<file path="src/rtl/serial_subtractor_pkg.sv">
// Shared types and defaults for the bit-serial subtractor.
// Optional borrow-in port is enabled by defining SUB_BORROW_IN_EN.
package sub_pkg;

    typedef enum logic [1:0] {
        IDLE  = 2'd0,
        SHIFT = 2'd1,
        DONE  = 2'd2
    } state_t;

    localparam int DEFAULT_N = 4;

endpackage

</file>
<file path="src/rtl/serial_subtractor_full_subtractor.sv">
// One-bit full subtractor: D = A - B - Bin, with borrow out.
module full_subtractor (
    input  logic A,
    input  logic B,
    input  logic Bin,
    output logic D,
    output logic Bout
);

    assign D    = A ^ B ^ Bin;
    assign Bout = (~A & B) | (~A & Bin) | (B & Bin);

endmodule

</file>
<file path="src/rtl/serial_subtractor.sv">
// Bit-serial N-bit subtractor (Diff = A - B, LSB first) with start/busy/done handshake.
// Define SUB_BORROW_IN_EN to add a Bin port used as the initial borrow.
module serial_subtractor
    import sub_pkg::*;
#(
    parameter int N = DEFAULT_N
) (
    input  logic         clk,
    input  logic         rst,
    input  logic         start,
    input  logic [N-1:0] A,
    input  logic [N-1:0] B,
`ifdef SUB_BORROW_IN_EN
    input  logic         Bin,
`endif
    output logic         busy,
    output logic         done,
    output logic [N-1:0] Diff,
    output logic         flagB,
    output logic         flagZ,
    output logic         flagN,
    output logic         flagV
);

    localparam int             IW       = $clog2(N);
    localparam logic [IW-1:0]  LAST_IDX = IW'(N - 1);

    state_t         r_state;
    state_t         w_next_state;
    logic [N-1:0]   r_a;
    logic [N-1:0]   r_b;
    logic [N-1:0]   r_partial;
    logic           r_bor;
    logic [IW-1:0]  r_idx;
    logic           w_d;
    logic           w_bout;
    logic           w_last;
    logic           w_bor_init;
    logic [N-1:0]   w_diff_final;

`ifdef SUB_BORROW_IN_EN
    assign w_bor_init = Bin;
`else
    assign w_bor_init = 1'b0;
`endif

    full_subtractor u_fs (
        .A    (r_a[r_idx]),
        .B    (r_b[r_idx]),
        .Bin  (r_bor),
        .D    (w_d),
        .Bout (w_bout)
    );

    assign w_last = (r_state == SHIFT) && (r_idx == LAST_IDX);

    // The final bit is not yet in r_partial on the last SHIFT edge, so splice it in.
    always_comb begin
        w_diff_final        = r_partial;
        w_diff_final[N-1]   = w_d;
    end

    // NOTE: sequential state uses non-blocking assignments so every register samples pre-edge values.
    always_ff @(posedge clk or posedge rst) begin
        if (rst) r_state <= IDLE;
        else     r_state <= w_next_state;
    end

    // NOTE: default assignment first keeps this block free of inferred latches.
    always_comb begin
        w_next_state = r_state;
        case (r_state)
            IDLE:    if (start) w_next_state = SHIFT;
            SHIFT:   if (w_last) w_next_state = DONE;
            DONE:    w_next_state = IDLE;
            default: w_next_state = IDLE;
        endcase
    end

    always_comb begin
        busy = (r_state == SHIFT);
        done = (r_state == DONE);
    end

    always_ff @(posedge clk or posedge rst) begin
        if (rst) begin
            r_a       <= '0;
            r_b       <= '0;
            r_partial <= '0;
            r_bor     <= 1'b0;
            r_idx     <= '0;
            Diff      <= '0;
            flagB     <= 1'b0;
            flagZ     <= 1'b0;
            flagN     <= 1'b0;
            flagV     <= 1'b0;
        end else begin
            case (r_state)
                IDLE: begin
                    if (start) begin
                        r_a       <= A;
                        r_b       <= B;
                        r_bor     <= w_bor_init;
                        r_idx     <= '0;
                        r_partial <= '0;
                    end
                end
                SHIFT: begin
                    r_partial[r_idx] <= w_d;
                    r_bor            <= w_bout;
                    r_idx            <= w_last ? '0 : r_idx + 1'b1;
                    if (w_last) begin
                        Diff  <= w_diff_final;
                        flagB <= w_bout;
                        flagZ <= (w_diff_final == '0);
                        flagN <= w_d;
                        flagV <= (r_a[N-1] != r_b[N-1]) && (w_d != r_a[N-1]);
                    end
                end
                default: ;
            endcase
        end
    end

endmodule

</file>
<file path="config.mk">
export PLATFORM = sky130hd
export DESIGN_NAME = serial_subtractor
export DESIGN_NICKNAME = d
export VERILOG_FILES = /design/src/rtl/serial_subtractor_pkg.sv /design/src/rtl/serial_subtractor_full_subtractor.sv /design/src/rtl/serial_subtractor.sv
export SDC_FILE = /design/constraint.sdc
export NUM_CORES = 1
export LEC_CHECK = 0
export CORE_ASPECT_RATIO = 0.8
export CORE_UTILIZATION = 42
export CTS_BUF_LIST = sky130_fd_sc_hd__clkbuf_8
export CTS_CLUSTER_DIAMETER = 150
export DETAILED_ROUTE_END_ITERATION = 10
export PLACE_DENSITY = 0.73
export SLEW_MARGIN = 25
export SYNTH_ARGS = -nofsm -noshare
export SYNTH_HDL_FRONTEND = slang
export SYNTH_SLANG_ARGS = --single-unit
</file>
<file path="constraint.sdc">
create_clock -name clk -period 2.78 [get_ports clk]
set_clock_uncertainty 0.2 [all_clocks]
set_input_delay 0.278 -clock clk [delete_from_list [all_inputs] [get_ports clk]]
set_output_delay 0.278 -clock clk [all_outputs]
set_load 0.02 [all_outputs]
</file>
==> results of run 1 <==
## critical path, delay by kind of cell (launching register included)
family          cells  cell delay, ns
fa+ha+maj           1            0.56
mux                 1            0.55
flops               1            0.47
simple gates        1            0.44
compound gates      1            0.12
## final cells by class
type	instances	area (um2)	share of cell area [%]
inverter	6	22.5	1.63
multi-input combinational	49	480	34.9
clock buffer	3	41.3	3.00
sequential	23	576	41.8
clock inverter	1	5.00	0.363
tap	36	45.0	3.27
timing repair buffer	21	208	15.1
## path summary, 6_finish.rpt
kind,startpoint,to,slack (ns),cells after the start
worst max-delay path,r_idx[0],flagZ,0.36,4
worst max register to register,r_idx[0],flagZ,0.36,4
worst min-delay path,rst,r_bor,0.28,2
max in group asynchronous,rst,r_partial[2],1.59,2
worst min register to register,Diff[2],Diff[2],0.29,1
min in group clk,Diff[2],Diff[2],0.29,1
## cells in the final DEF, fill, tap and decap left out
master                             n
sky130_fd_sc_hd__a21oi_1           1
sky130_fd_sc_hd__a22o_1            3
sky130_fd_sc_hd__and2b_1           1
sky130_fd_sc_hd__buf_4             1
sky130_fd_sc_hd__clkbuf_8          3
sky130_fd_sc_hd__clkdlybuf4s50_1  20
sky130_fd_sc_hd__clkinv_2          1
sky130_fd_sc_hd__dfrtp_1          23
sky130_fd_sc_hd__fa_1              1
sky130_fd_sc_hd__ha_1              4
sky130_fd_sc_hd__inv_1             6
sky130_fd_sc_hd__mux2_1            1
sky130_fd_sc_hd__mux2_2            1
sky130_fd_sc_hd__mux2_4           10
sky130_fd_sc_hd__mux4_2            2
sky130_fd_sc_hd__nand2_1           6
sky130_fd_sc_hd__nand2b_2          1
sky130_fd_sc_hd__nand3b_2          1
sky130_fd_sc_hd__nor2_1            1
sky130_fd_sc_hd__nor2b_1           1
sky130_fd_sc_hd__nor3b_1           1
sky130_fd_sc_hd__nor3b_2           1
sky130_fd_sc_hd__o21ai_0           5
sky130_fd_sc_hd__o21ai_1           3
sky130_fd_sc_hd__o21ba_2           1
sky130_fd_sc_hd__o21bai_1          1
sky130_fd_sc_hd__o31ai_1           1
sky130_fd_sc_hd__or3_1             1
sky130_fd_sc_hd__or4b_1            1
## routing by layer
metal,up-vias,routed length (um),global-route usage (%),part of all wire [%]
li1,326,-,-,-
met1,313,815,18.5,49
met2,15,783,22.2,47
met3,0,71,5.68,4.2
met4,0,0,1.43,0
met5,-,0,0,0
## cell families (layout without fill, tap and decap cells)
kind of cell             Yosys count  count (layout)
adder cells (fa/ha/maj)            5               5
AO/OA/AOI/OAI                     15              15
AND/OR/NAND/NOR                   15              15
multiplexers                      14              14
buffers and inverters              9              31
flip-flops                        23              23
## power breakdown
group          internal (mW)  leakage [nW]  switching, mW
combinational          0.477         0.325          0.372
clock                 0.0998        0.0255         0.0995
sequential             0.485         0.286          0.122
total                   1.06         0.637          0.593
## state kept, by name, summed over array words and instances, names as in the netlist
register,flops
r_bor,1
flagV,1
r_b,4
flagZ,1
r_idx,2
r_partial,3
r_a,4
r_state,2
Diff,4
flagB,1
==> impl_metrics.csv, run 1 <==
group,metric,value,unit
status,outcome,"completed",
timing,maxSlewHeadroom,44.9,%
synth,synth_area_per_cell,13.7,um2
clocking,cts.repair.resized,0,
timing,min_period_over_period,87.0,%
pwr,peakVddDrop,0.548,mV
final_layout,drive_gt1_share,21.4,%
synth,synthDominantCellAreaShare,51.9,%
clocking,cts.htree.levels,1,
route,totalWireLength,1670,um
grt,gr-total-overflow,0,
timing,period_minus_slack,2.42,ns
placed_design,globalplace.congestion,0.715,
die,floorplan.initialDensity,44.7,%
die,placement_rows,16,
synth,post_synthesis_sequential_area_ratio,51.9,%
final_layout,area_growth_syn_to_layout,24.3,%
final_layout,insertedDiodeCount,0,
final_layout,fillers,234,
die,design.portCount,21,
die,die_w,59.4,um
setup_path,critical_path_peak_fanout,6,
synth,synth.most_common_cell,"sky130_fd_sc_hd__dfrtp_1",
placed_design,worst_slack_at_placement,0.361,ns
die,floorplan.die.height,48.0,um
synth,fraction_of_the_mapped_netlist_area_in_simple_logic_gates,8.69,%
timing,timing_worst_slew_pin_value,0.826,ns
synth,ys_ff_latch,23,
synth,yosys_warnings,0,
clocking,clock_path_buffers,2,
setup_path,critPathRequiredTime,2.76,ns
pwr,cellLeakagePower,0.637,nW
timing,fmaxAchievable,414,MHz
synth,synth-compound-area-share,8.69,%
grt,antenna_found_initial,0,
timing,grt_setup_unrepaired,"false",
synth,muxShareOfSynthArea,19.6,%
synth,synth_top_family_by_area,"multiplexers",
route,avgRoutedWirePerCell,12.0,um
synth,cell_types_with_the_highest_counts_after_synthesis,"sky130_fd_sc_hd__dfrtp_1 (23), sky130_fd_sc_hd__mux2_4 (10), sky130_fd_sc_hd__inv_1 (6), sky130_fd_sc_hd__nand2_1 (6), sky130_fd_sc_hd__o21ai_0 (5)",
synth,postSynthCellCount,81,
synth,dominantRegCellSynth,"sky130_fd_sc_hd__dfrtp_1",
setup_path,cp_data_arrival_time,2.40,ns
timing,setup_violations,0,
clocking,insertion_delay,0.26,ns
clocking,clk_transition_reported_paths,0.08,ns
pwr,powerDensity,1200,nW/um2
synth,synth_xor_area_share,0,%
synth,syn-num-nets,97,
timing,finalSetupTns,0,ns
min_path,worst_hold_path_type,"in -> async",
route,route.detailed.vias_per_inst,4.71,
clocking,tritoncts,"yes",
final_layout,final_nets,120,
run,max-cap-violations,0,
grt,wire_length_of_the_first_global_routing_pass,2790,um
final_layout,layout.cells.non_filler,139,
clocking,post_cts_hold_buffer_count,0,
grt,grt_pass1_vias,617,
synth,synthArstFlopShare,100,%
final_layout,final_area,1380,um2
synth,number_of_enable_flip_flop_cells_after_synthesis,0,
setup_path,critical-path-max-stage-delay,0.56,ns
placed_design,dpl-instance-area,1330,um2
route,drt_iter0_drc,12,
route,via_count,654,
synth,netlist_top_cells_area,"sky130_fd_sc_hd__dfrtp_1 (52%), sky130_fd_sc_hd__mux2_4 (14%), sky130_fd_sc_hd__ha_1 (4.5%), sky130_fd_sc_hd__mux4_2 (4.1%), sky130_fd_sc_hd__a22o_1 (2.4%)",
setup_path,crit_path_cell_trace,"mux4_2 -> fa_1 -> or4b_1 -> o21ai_1",
setup_path,worst_setup_path_start_kind,"flop",
pwr,fin_total_pwr,1.66,mW
clocking,cts-buffers-inserted,3,
synth,synth_area_leader_cell,"sky130_fd_sc_hd__dfrtp_1",
final_layout,final_util,55.5,%
synth,synth_adder_area_share,6.32,%
setup_path,critPathSlowestCell,"sky130_fd_sc_hd__fa_1",
timing,maxSlewViolCount,0,
placed_design,portBuffers,20,
timing,post-route-worst-setup-slack,0.362,ns
clocking,cts_setup_buffers,0,
grt,pin_count_of_the_biggest_net_entering_global_routing,24,
timing,final_hold_viol_count,0,
route,first_pass_iters,4,
route,drt.antenna.violating_nets,0,
route,route.detailed.drc,0,
die,die_area,2850,um2
setup_path,timing.critical_path.to_type,"flop",
placed_design,inst_count_dp,135,
placed_design,dp_hpwl,1280,um
die,core_region_area,2480,um2
clocking,clock_root_cell,"sky130_fd_sc_hd__clkbuf_8",
synth,synth.cell_area,1110,um2
synth,yosys.cell_types.count,27,
grt,groute.usage.overall,13.9,%
clocking,clock_sink_count,23,
timing,hold_slack,0.280,ns
setup_path,setup.worst_path.class,"reg -> reg",
Note: power is estimated with default switching activity, not from simulation.
==> run 2: changes to the inputs <==
--- a/config.mk
+++ b/config.mk
@@ -11,6 +11,7 @@
 export CTS_CLUSTER_DIAMETER = 150
 export DETAILED_ROUTE_END_ITERATION = 10
 export PLACE_DENSITY = 0.73
+export REMOVE_ABC_BUFFERS = 1
 export SLEW_MARGIN = 25
 export SYNTH_ARGS = -nofsm -noshare
 export SYNTH_HDL_FRONTEND = slang
==> run 2 against run 1 <==
Effect of this change: cell count stayed put; largest cell class unchanged; combinational power is 0.6% higher; cell area stayed put; first-iteration DRC count is 25% higher; flip-flop and latch count stayed put; utilization stayed put; sequential power hardly changed; worst setup slack worse by 0.0014 ns; critical path type unchanged; via count is 3.1% higher.
==> impl_metrics.csv, run 2 (same netlist as run 1, synthesis figures left out) <==
group,metric,value,unit
timing,final_hold_viol_count,0,
setup_path,cp_data_arrival_time,2.42,ns
timing,period_minus_slack,2.42,ns
route,drt_iter0_drc,15,
route,route.detailed.vias_per_inst,4.85,
setup_path,critPathRequiredTime,2.78,ns
setup_path,critical_path_peak_fanout,6,
pwr,p_clk_share,12.5,%
pwr,powerDensity,1210,nW/um2
pwr,combPwrFrac,51.2,%
timing,min_period_over_period,87.0,%
grt,antenna_found_initial,0,
timing,finalSetupTns,0,ns
setup_path,timing.critical_path.to_type,"flop",
placed_design,globalplace.congestion,0.727,
clocking,cts.repair.resized,0,
placed_design,dp_hpwl,1340,um
grt,gr-total-overflow,0,
timing,fmaxAchievable,413,MHz
final_layout,final_util,55.5,%
clocking,clock_sink_count,23,
grt,pin_count_of_the_biggest_net_entering_global_routing,24,
die,design.portCount,21,
setup_path,worstPathBufferInverterCount,0,
setup_path,setup.worst_path.class,"reg -> reg",
pwr,share_seq_of_total_power,36.3,%
clocking,clock_root_cell,"sky130_fd_sc_hd__clkbuf_8",
die,die_w,59.4,um
clocking,clock_path_buffers,2,
placed_design,portBuffers,20,
die,floorplan.die.height,48.0,um
pwr,fin_total_pwr,1.67,mW
pwr,peakVddDrop,0.511,mV
min_path,worst_hold_path_type,"in -> async",
clocking,insertion_delay,0.27,ns
final_layout,insertedDiodeCount,0,
setup_path,worstSetupStartpoint,"r_idx[0]",
grt,groute.usage.overall,14.7,%
final_layout,mostFrequentLayoutCell,"sky130_fd_sc_hd__dfrtp_1",
final_layout,final_nets,120,
setup_path,crit_path_cell_trace,"mux4_2 -> fa_1 -> or4b_1 -> o21ai_1",
clocking,post_cts_hold_buffer_count,0,
setup_path,critPathSlowestCell,"sky130_fd_sc_hd__fa_1",
clocking,cts_setup_buffers,0,
clocking,tritoncts,"yes",
route,route.detailed.drc,0,
clocking,clk_transition_reported_paths,0.08,ns
final_layout,drive_gt1_share,21.4,%
route,drt.antenna.violating_nets,0,
final_layout,area_growth_syn_to_layout,24.3,%
die,core_region_area,2480,um2
route,totalWireLength,1790,um
pwr,power.internal,1.06,mW
final_layout,top_regs,"Diff: 4 flops, r_a: 4 flops, r_b: 4 flops",
final_layout,fillers,228,
route,avgRoutedWirePerCell,12.9,um
die,floorplan.initialDensity,44.7,%
timing,maxSlewHeadroom,42.4,%
clocking,cts.htree.levels,1,
timing,setup_violations,0,
setup_path,worst_setup_path_start_kind,"flop",
pwr,sw_frac_of_total,36.3,%
pwr,cellLeakagePower,0.637,nW
setup_path,critical-path-top-delay-family,"adder cells",
die,die_area,2850,um2
grt,wire_length_of_the_first_global_routing_pass,2910,um
timing,grt_setup_unrepaired,"false",
timing,maxSlewViolCount,0,
die,placement_rows,16,
pwr,p_switching,605,uW
status,outcome,"completed",
setup_path,rr_startpoint,"r_idx[0]",
route,via_count,674,
route,first_pass_iters,4,
timing,timing_worst_slew_pin_value,0.863,ns
run,max-cap-violations,0,
clocking,cts-buffers-inserted,3,
setup_path,critical-path-max-stage-delay,0.56,ns
final_layout,most_frequent_cells_in_the_layout,"sky130_fd_sc_hd__dfrtp_1 (23), sky130_fd_sc_hd__clkdlybuf4s50_1 (20), sky130_fd_sc_hd__mux2_4 (10), sky130_fd_sc_hd__nand2_1 (6), sky130_fd_sc_hd__inv_1 (6)",
grt,grt_pass1_vias,605,
timing,hold_slack,0.287,ns
run 2: cell counts in the layout (fill, tap and decap cells not counted):
Identical to the previous run, type by type.
run 2: cell type report:
class | count | area, um2 | share of cell area, %
inverter | 6 | 22.5 | 1.63
sequential | 23 | 576 | 41.8
tap | 36 | 45.0 | 3.27
timing repair buffer | 21 | 208 | 15.1
clock inverter | 1 | 5.00 | 0.363
clock buffer | 3 | 41.3 | 3.00
multi-input combinational | 49 | 480 | 34.9
run 2: layer usage:
| metal | track usage, % | share of wire (%) |
|---|---|---|
| met1 | 18.8 | 48 |
| met2 | 23.1 | 48 |
| met3 | 6.76 | 4.7 |
| met4 | 2.86 | 0 |
| met5 | 0 | 0 |
run 2: final timing paths:
check	depth (start not counted)	slack, ns	endpoint
hold / removal	2	0.29	flagV
hold reg to reg	2	0.29	flagZ
setup / recovery	4	0.36	flagZ
setup reg to reg	4	0.36	flagZ
max in group asynchronous	2	1.56	r_a[0]
min in group clk	2	0.29	flagZ
run 2: metrics by stage:
step                      area [um2]  worst slack [ns]  cells
final                           1380             0.361    139
after global routing            1380             0.249    139
after CTS                       1380             0.348    139
after detailed placement        1330             0.379    135
after global placement          1330             0.417    135
after floorplan                 1080             0.461     78
run 2: power by group through the flow:
stage	Combinational (mW)	Clock, mW	Sequential, mW
2_1_floorplan	0.575	0	0.643
3_3_place_gp	0.842	0	0.608
3_5_place_dp	0.864	0	0.615
4_1_cts	0.867	0.215	0.610
5_1_grt	0.953	0.232	0.634
6_report	0.854	0.209	0.605
